[src/rtl/pipe_sequencer.sv]
// Pipeline sequencer: IDLE/RUN/DRAIN/HALT control of PC, IF/ID and ID/EX latches.
// Enables and flushes are combinational from state and current ID/EX inputs (same cycle).
// Load-use stalls hold PC and IF/ID for exactly one cycle per hazard; taken branch flushes.
module pipe_sequencer #(
   parameter int REG_W = 5,
   parameter int CNT_W = 16
) (
   input  logic             clk,
   input  logic             rst_n,
   input  logic             start,
   input  logic [REG_W-1:0] id_rs,
   input  logic [REG_W-1:0] id_rt,
   input  logic             id_uses_rt,
   input  logic             id_is_halt,
   input  logic             ex_is_load,
   input  logic [REG_W-1:0] ex_rd,
   input  logic             ex_branch_taken,
   output logic             pc_en,
   output logic             if_id_en,
   output logic             if_id_flush,
   output logic             id_ex_flush,
   output logic             running,
   output logic             halted,
   output logic [CNT_W-1:0] stall_cnt
);

   typedef enum logic [1:0] {IDLE, RUN, DRAIN, HALT} state_t;

   state_t     state;
   state_t     state_nxt;
   logic [1:0] drain_cnt;
   logic [1:0] drain_nxt;
   logic       stall_q;     // previous cycle was a load-use stall
   logic       hazard;
   logic       stall;

   // A load in EX feeding a source of the ID instruction; r0 never creates a dependency.
   assign hazard = ex_is_load && (ex_rd != '0) &&
                   ((ex_rd == id_rs) || (id_uses_rt && (ex_rd == id_rt)));

   // After one stall cycle the load has left EX, so a still-asserted hazard is stale.
   assign stall = (state == RUN) && !ex_branch_taken && hazard && !stall_q;

   // Next-state and latch-control decode; bubbles into ID/EX unless actively issuing.
   always_comb begin
      state_nxt   = state;
      drain_nxt   = drain_cnt;
      pc_en       = 1'b0;
      if_id_en    = 1'b0;
      if_id_flush = 1'b0;
      id_ex_flush = 1'b1;
      running     = 1'b0;
      halted      = 1'b0;
      case (state)
         IDLE: begin
            if (start) state_nxt = RUN;
         end
         RUN: begin
            running = 1'b1;
            if (ex_branch_taken) begin
               pc_en       = 1'b1;
               if_id_en    = 1'b1;
               if_id_flush = 1'b1;
            end else if (stall) begin
               pc_en    = 1'b0;
               if_id_en = 1'b0;
            end else if (id_is_halt) begin
               // HLT moves into EX; fetch freezes behind it.
               id_ex_flush = 1'b0;
               state_nxt   = DRAIN;
               drain_nxt   = 2'd3;
            end else begin
               pc_en       = 1'b1;
               if_id_en    = 1'b1;
               id_ex_flush = 1'b0;
            end
         end
         DRAIN: begin
            running = 1'b1;
            if (drain_cnt <= 2'd1) begin
               drain_nxt = 2'd0;
               state_nxt = HALT;
            end else begin
               drain_nxt = drain_cnt - 2'd1;
            end
         end
         HALT: begin
            halted = 1'b1;
         end
         default: state_nxt = IDLE;
      endcase
   end

   // State, drain counter and stall history registers.
   always_ff @(posedge clk or negedge rst_n) begin
      if (!rst_n) begin
         state     <= IDLE;
         drain_cnt <= 2'd0;
         stall_q   <= 1'b0;
      end else begin
         state     <= state_nxt;
         drain_cnt <= drain_nxt;
         stall_q   <= stall;
      end
   end

   // Saturating count of load-use stall cycles.
   always_ff @(posedge clk or negedge rst_n) begin
      if (!rst_n) begin
         stall_cnt <= '0;
      end else if (stall && (stall_cnt != '1)) begin
         stall_cnt <= stall_cnt + {{(CNT_W-1){1'b0}}, 1'b1};
      end
   end

endmodule

[config.mk]
export PLATFORM = sky130hd
export DESIGN_NAME = pipe_sequencer
export DESIGN_NICKNAME = d
export VERILOG_FILES = /design/src/rtl/pipe_sequencer.sv
export SDC_FILE = /design/constraint.sdc
export NUM_CORES = 1
export LEC_CHECK = 0
export CORE_AREA = 3 3 59 61
export DETAILED_ROUTE_END_ITERATION = 10
export DIE_AREA = 0 0 62 64
export PLACE_DENSITY = 0.75
export SLEW_MARGIN = 20
export SYNTH_ARGS = -nofsm -noshare
export SYNTH_HDL_FRONTEND = slang
export SYNTH_SLANG_ARGS = --single-unit
[constraint.sdc]
create_clock -name clk -period 2.2 [get_ports clk]
set_input_delay 0.33 -clock clk [delete_from_list [all_inputs] [get_ports clk]]
set_output_delay 0.33 -clock clk [all_outputs]
set_load 0.005 [all_outputs]
Word level (Yosys, flattened, before mapping)
Cells that the tools add are included.

Logic and storage cells: 57. Flip-flop bits (word level): 21. Input port bits: 22. Output and inout port bits: 22.

Multiplexer cells: 22. Equality and inequality tests: 11. Magnitude comparators: 1. Reductions and logical operators: 17. Add/subtract/negate cells: 2.

Operators with widths (number): 2-bit two-way mux (9); 16-bit by 1-bit adder with 16-bit output, second input constant (1); 16-bit != test, second input constant (1); 1-bit two-way mux (11); 5-bit == test (2); 2-bit != test, second input constant (5); 1-bit logical AND (7); 2-bit one-hot mux with 3 select lines (1); 6-bit AND reduction (1); 5-bit nonzero test (1); 2-bit == test, second input constant (2); 2-bit one-hot mux with 2 select lines (1); 4-bit AND reduction (1); 3-bit nonzero test (1); 2-bit by 1-bit == test with 1-bit output, second input constant (1); 2-bit by 1-bit <= comparator with 1-bit output, second input constant (1); 1-bit zero test (2); 2-bit zero test (1); 2-bit nonzero test (1); 2-bit OR reduction (1); 2-bit by 1-bit subtractor with 2-bit output, second input constant (1); 1-bit logical OR (1).

Depth between registers and ports, before layout
Gate-level depths: netlist of the first run.

Depth in word-level cells: 9. Gate-level depth with buffers: 8.

Worst setup path after synthesis of the first run
OpenSTA, ideal clock, no wires.

Path type: input -> output. From: in ex_rd[1]. To: out id_ex_flush. Data arrival time: 1598 ps. Path buffers: 0. Stages: 4. Setup slack: 272 ps. Cell sequence: or4_4 -> o21a_4 -> and2_4 -> or3b_1.

Word-level cells in the longest chain between the ends: 9. Elaborated cells on any way between the ends: 12. Those cells by class: 2 x eq/ne; 3 x mux; 7 x reduce/logical.

Ends and longest elaborated chain: start, declared (line 16) `input logic [REG_W-1:0] ex_rd,`; 5-bit == test (line 39) `((ex_rd == id_rs) || (id_uses_rt && (ex_rd == id_rt)));`; 1-bit logical AND (line 39); 1-bit logical OR (line 39); 1-bit logical AND (*) (line 38) `assign hazard = ex_is_load && (ex_rd != '0) &&`; 1-bit logical AND (*) (2 in a row) (line 42) `assign stall = (state == RUN) && !ex_branch_taken && hazard && !stall_q;`; net stall (line 35) `logic stall;`; 1-bit two-way mux (*) (line 64) `end else if (stall) begin`; 1-bit two-way mux (*) (line 60) `if (ex_branch_taken) begin`; 1-bit two-way mux (*) (line 54) `case (state)`; end, declared (line 21) `output logic id_ex_flush,`.

Mark *: on every way through the listed nets, which the timed path passes. The rest lies on a longest branch.

Worst setup path after layout of the first run
From: reg state[0]. To: out id_ex_flush.

Word-level cells in the longest chain between the ends: 7.

Ends and longest elaborated chain: start, declared (line 29) `state_t state;`; start signal, assigned (line 101) `state <= state_nxt;`; 2-bit by 1-bit == test with 1-bit output (line 42); 1-bit logical AND (3 in a row) (line 42); net stall (line 35); 1-bit two-way mux (line 64); 1-bit two-way mux (line 60); 1-bit two-way mux (line 54).

The timed path passes the listed nets, and every way through them passes these cells.

==> impl_metrics.prom, run 1 <==
# TYPE chip_impl_metric gauge
chip_impl_metric{name="antenna_violations_before_repair",unit=""} 0
chip_impl_metric{name="synth_compound_area_share",unit="%"} 8.45
chip_impl_metric{name="net_count_after_synthesis",unit=""} 154
chip_impl_metric{name="nets",unit=""} 222
chip_impl_metric{name="final-setup-viol-count",unit=""} 1
chip_impl_metric{name="ys_seq_elements",unit=""} 21
chip_impl_info{name="critical_path.endpoint_type",value="output port"} 1
chip_impl_info{name="r2r_start",value="stall_cnt[0]"} 1
chip_impl_metric{name="timing.setup.tns",unit="ns"} -0.00435
chip_impl_metric{name="number_of_synthesized_flops_with_an_enable_pin",unit=""} 0
chip_impl_metric{name="avgSynthCellArea",unit="sq um"} 10.2
chip_impl_metric{name="switching_power",unit="mW"} 0.410
chip_impl_metric{name="synth_simple_gate_area_share",unit="%"} 21.4
chip_impl_metric{name="ys_seq_area_share",unit="%"} 40.8
chip_impl_info{name="setup.worst_path.class",value="reg2out"} 1
chip_impl_metric{name="report.final.hold_viol_count",unit=""} 0
chip_impl_metric{name="gp_routability_congestion",unit=""} 0.761
chip_impl_metric{name="max_freq",unit="MHz"} 454
chip_impl_metric{name="slew_viol_final",unit=""} 0
chip_impl_metric{name="placed_cells_incl_taps",unit=""} 230
chip_impl_info{name="failed_checks",value="negative setup slack"} 1
chip_impl_metric{name="cap_viol_max_count",unit=""} 0
chip_impl_metric{name="timing.critical_path.fanout_max",unit=""} 2
chip_impl_metric{name="detail_route.iter0.violations",unit=""} 53
chip_impl_metric{name="total_power",unit="mW"} 1.27
chip_impl_metric{name="period_minus_slack",unit="ns"} 2.20
chip_impl_metric{name="netlist-cell-type-count",unit=""} 35
chip_impl_metric{name="share_of_the_clock_period_used_by_the_worst_path_after_layout",unit="%"} 100
chip_impl_metric{name="vias",unit=""} 1193
chip_impl_metric{name="grt_max_degree",unit=""} 22
chip_impl_metric{name="seq_power_share",unit="%"} 35.5
chip_impl_metric{name="synth.yosys.warnings",unit=""} 0
chip_impl_info{name="cts_tree",value="yes"} 1
chip_impl_metric{name="clock_insertion_delay_worst_skew",unit="ns"} 0.30
chip_impl_info{name="worstHoldPathType",value="in2async"} 1
chip_impl_info{name="synth_top_family_by_area",value="simple AND/OR/NAND/NOR gates"} 1
chip_impl_metric{name="pwr_density_cell",unit="mW/mm^2"} 654
chip_impl_metric{name="die_h",unit="um"} 64
chip_impl_info{name="most_common_cell_after_layout_fill_and_taps_aside",value="sky130_fd_sc_hd__clkdlybuf4s50_1"} 1
chip_impl_metric{name="power_frac_clock",unit="%"} 14.6
chip_impl_metric{name="remaining_global_route_overflow",unit=""} 0
chip_impl_metric{name="synth_top_area_share",unit="%"} 40.8
chip_impl_metric{name="tritoncts_num_sinks",unit=""} 21
chip_impl_metric{name="asyncSetResetFlopFracSynth",unit="%"} 100
chip_impl_metric{name="htree_num_levels",unit=""} 1
chip_impl_metric{name="drt-pass1-iter-count",unit=""} 4
chip_impl_metric{name="post_synth_xor_area_fraction",unit="%"} 15.6
chip_impl_metric{name="critical_path_required",unit="ns"} 1.87
chip_impl_metric{name="routed_wire_length_per_instance",unit="um"} 12.9
chip_impl_metric{name="cts_buffer_depth",unit=""} 2
chip_impl_metric{name="post-route-drc-count",unit=""} 0
chip_impl_metric{name="netSwitchingFraction",unit="%"} 32.1
chip_impl_metric{name="cp.arrival",unit="ns"} 1.87
chip_impl_metric{name="dieWidth",unit="um"} 62
chip_impl_metric{name="core-area",unit="sq mm"} 0.00303
chip_impl_info{name="dominantRegCellSynth",value="sky130_fd_sc_hd__dfrtp_1"} 1
chip_impl_metric{name="post_route_cells_drive_above_1_share",unit="%"} 24.4
chip_impl_metric{name="p_comb_share",unit="%"} 49.9
chip_impl_metric{name="grt_pass1_vias",unit=""} 1241
chip_impl_metric{name="synthCells",unit=""} 126
chip_impl_metric{name="holdBufCountCts",unit=""} 0
chip_impl_metric{name="max-vdd-ir-drop",unit="V"} 0.000297
chip_impl_metric{name="postLayoutCoreUtil",unit="%"} 64.4
chip_impl_metric{name="synth_area",unit="sq mm"} 0.00129
chip_impl_metric{name="routed_via_density",unit=""} 5.03
chip_impl_metric{name="post_synth_fa_ha_maj_area_fraction",unit="%"} 5.83
chip_impl_metric{name="fin_worst_skew",unit="ns"} 0.00197
chip_impl_metric{name="ios",unit=""} 44
chip_impl_metric{name="detail_route.wirelength",unit="mm"} 3.07
chip_impl_info{name="status",value="complete, but fails checks"} 1
chip_impl_metric{name="clock_pin_slew_of_the_registers_on_the_worst_case_setup_and_hold_paths",unit="ns"} 0.11
chip_impl_metric{name="antenna_violating_nets_post_route",unit=""} 0
chip_impl_metric{name="antennaDiodeCount",unit=""} 0
chip_impl_metric{name="fp-row-count",unit=""} 20
chip_impl_metric{name="globalRouteTotalUtil",unit="%"} 16.9
chip_impl_metric{name="synthMuxAreaShare",unit="%"} 5.15
chip_impl_info{name="grt_setup_unrepaired",value="yes"} 1
chip_impl_info{name="yosys-top-cells-area",value="sky130_fd_sc_hd__dfrtp_1 41%, sky130_fd_sc_hd__xnor2_1 16%, sky130_fd_sc_hd__ha_1 5.8%"} 1
chip_impl_info{name="clockRootBuffer",value="sky130_fd_sc_hd__clkbuf_4"} 1
chip_impl_info{name="crit_path_start_kind",value="register"} 1
chip_impl_metric{name="placement.io_buffers",unit=""} 43
chip_impl_info{name="top_library_cells_by_usage_in_the_layout_fill_and_taps_aside",value="35 x sky130_fd_sc_hd__clkdlybuf4s50_1, 23 x sky130_fd_sc_hd__xnor2_1, 23 x sky130_fd_sc_hd__buf_4"} 1
chip_impl_metric{name="layout_stage_area_growth_over_the_synthesis_result",unit="%"} 51.4
chip_impl_metric{name="max_slew.worst_pin.slew",unit="ns"} 0.314
chip_impl_metric{name="internal_power",unit="mW"} 0.865
chip_impl_metric{name="timing.slew.headroom",unit="%"} 78.8
chip_impl_metric{name="hpwl",unit="mm"} 2.48
chip_impl_metric{name="cellLeakagePower",unit="nW"} 0.809
chip_impl_metric{name="floorplan.initialDensity",unit="%"} 42.6
chip_impl_metric{name="finalWorstSetupSlack",unit="ns"} -0.00435
chip_impl_metric{name="grt_pass1_wl",unit="mm"} 5.19
chip_impl_metric{name="finalNonFillerCells",unit=""} 237
chip_impl_metric{name="tritoncts.num_buffers",unit=""} 3
chip_impl_metric{name="die_area",unit="sq mm"} 0.00397
chip_impl_info{name="netlist.top_cell.by_area",value="sky130_fd_sc_hd__dfrtp_1"} 1
chip_impl_info{name="crit_start",value="state[0]"} 1
path summary, 6_finish.rpt:
check,to,slack (ns),cells after the start
setup / recovery,id_ex_flush,-0.004,6
hold reg to reg,stall_cnt[10],0.50,1
hold / removal,stall_q,0.36,2
min in group clk,stall_cnt[10],0.50,1
max in group asynchronous,stall_cnt[3],1.63,2
setup reg to reg,stall_cnt[1],0.25,6
flip-flops by register name, summed over array words and instances (netlist names):
| register | count |
|---|---|
| state | 2 |
| stall_cnt | 16 |
| drain_cnt | 2 |
| stall_q | 1 |
Yosys cell counts, types with 2 or more instances:
cell / number
sky130_fd_sc_hd__xnor2_1: 23
sky130_fd_sc_hd__dfrtp_1: 21
sky130_fd_sc_hd__nand3_1: 13
sky130_fd_sc_hd__nand2_1: 8
sky130_fd_sc_hd__ha_1: 6
sky130_fd_sc_hd__nand4_1: 6
sky130_fd_sc_hd__inv_1: 5
sky130_fd_sc_hd__mux2_2: 5
sky130_fd_sc_hd__nor2_1: 5
sky130_fd_sc_hd__a21oi_1: 4
sky130_fd_sc_hd__and3_1: 4
sky130_fd_sc_hd__buf_2: 2
sky130_fd_sc_hd__o21ai_0: 2
worst max-delay path, cell delays in order, from the launching register on:
cell,delay [ns]
sky130_fd_sc_hd__dfrtp_1,0.43
sky130_fd_sc_hd__ha_4,0.17
sky130_fd_sc_hd__and4bb_2,0.23
sky130_fd_sc_hd__o21a_4,0.12
sky130_fd_sc_hd__and2_4,0.15
sky130_fd_sc_hd__or3b_1,0.34
sky130_fd_sc_hd__buf_2,0.13
stage by stage:
step	instance area [sq um]	setup WS (ns)	hold slack, ns
final	1950	-0.00435	0.362
after global routing	1950	-0.0766	0.373
after CTS	1950	-0.0407	0.363
after detailed placement	1910	-0.668	0.491
after global placement	1910	-0.633	0.494
after floorplan	1290	0.272	0.0344
power by group through the flow:
stage,clock [mW],sequential (mW),combinational [mW]
after global routing,0.206,0.459,0.704
after global placement,0,0.452,0.598
after floorplan,0,0.459,0.290
final,0.186,0.452,0.636
after detailed placement,0,0.455,0.633
after CTS,0.191,0.452,0.654
logic make-up (layout without fill, tap and decap cells):
group	Yosys count	in the layout
multiplexers	6	6
AND/OR/NAND/NOR	48	48
AO/OA/AOI/OAI	14	14
buffers and inverters	8	75
adder cells (fa/ha/maj)	6	6
flip-flops	21	21
XOR/XNOR	23	23
cell type report:
cell class | count | area [sq um]
Fill cell | 260 | 1080
Multi-Input combinational cell | 97 | 749
Timing Repair Buffer | 66 | 576
Sequential cell | 21 | 526
Tap cell | 44 | 55.1
Clock buffer | 4 | 26.3
Inverter | 5 | 18.8
metal layers:
layer / track usage, % / wire length (um)
met5: 0 / 0
met4: 4.24 / 14
met3: 3.23 / 178
met2: 30.4 / 1640
met1: 19.6 / 1230
repair_timing:
item                       CTS  global route
setup buffers                2             1
gates resized for setup     26             2
setup endpoints to repair    3             3
pin swaps                    6             3
Power figures use the tool's default switching activity.
==> run 2, diff against run 1 <==
--- a/config.mk
+++ b/config.mk
@@ -6,6 +6,7 @@
 export NUM_CORES = 1
 export LEC_CHECK = 0
 export CORE_AREA = 3 3 59 61
+export CTS_CLUSTER_SIZE = 14
 export DETAILED_ROUTE_END_ITERATION = 10
 export DIE_AREA = 0 0 62 64
 export PLACE_DENSITY = 0.75
==> results of run 2 <==
Same layout as run 1: the final DEF is identical, and so are final timing and power.
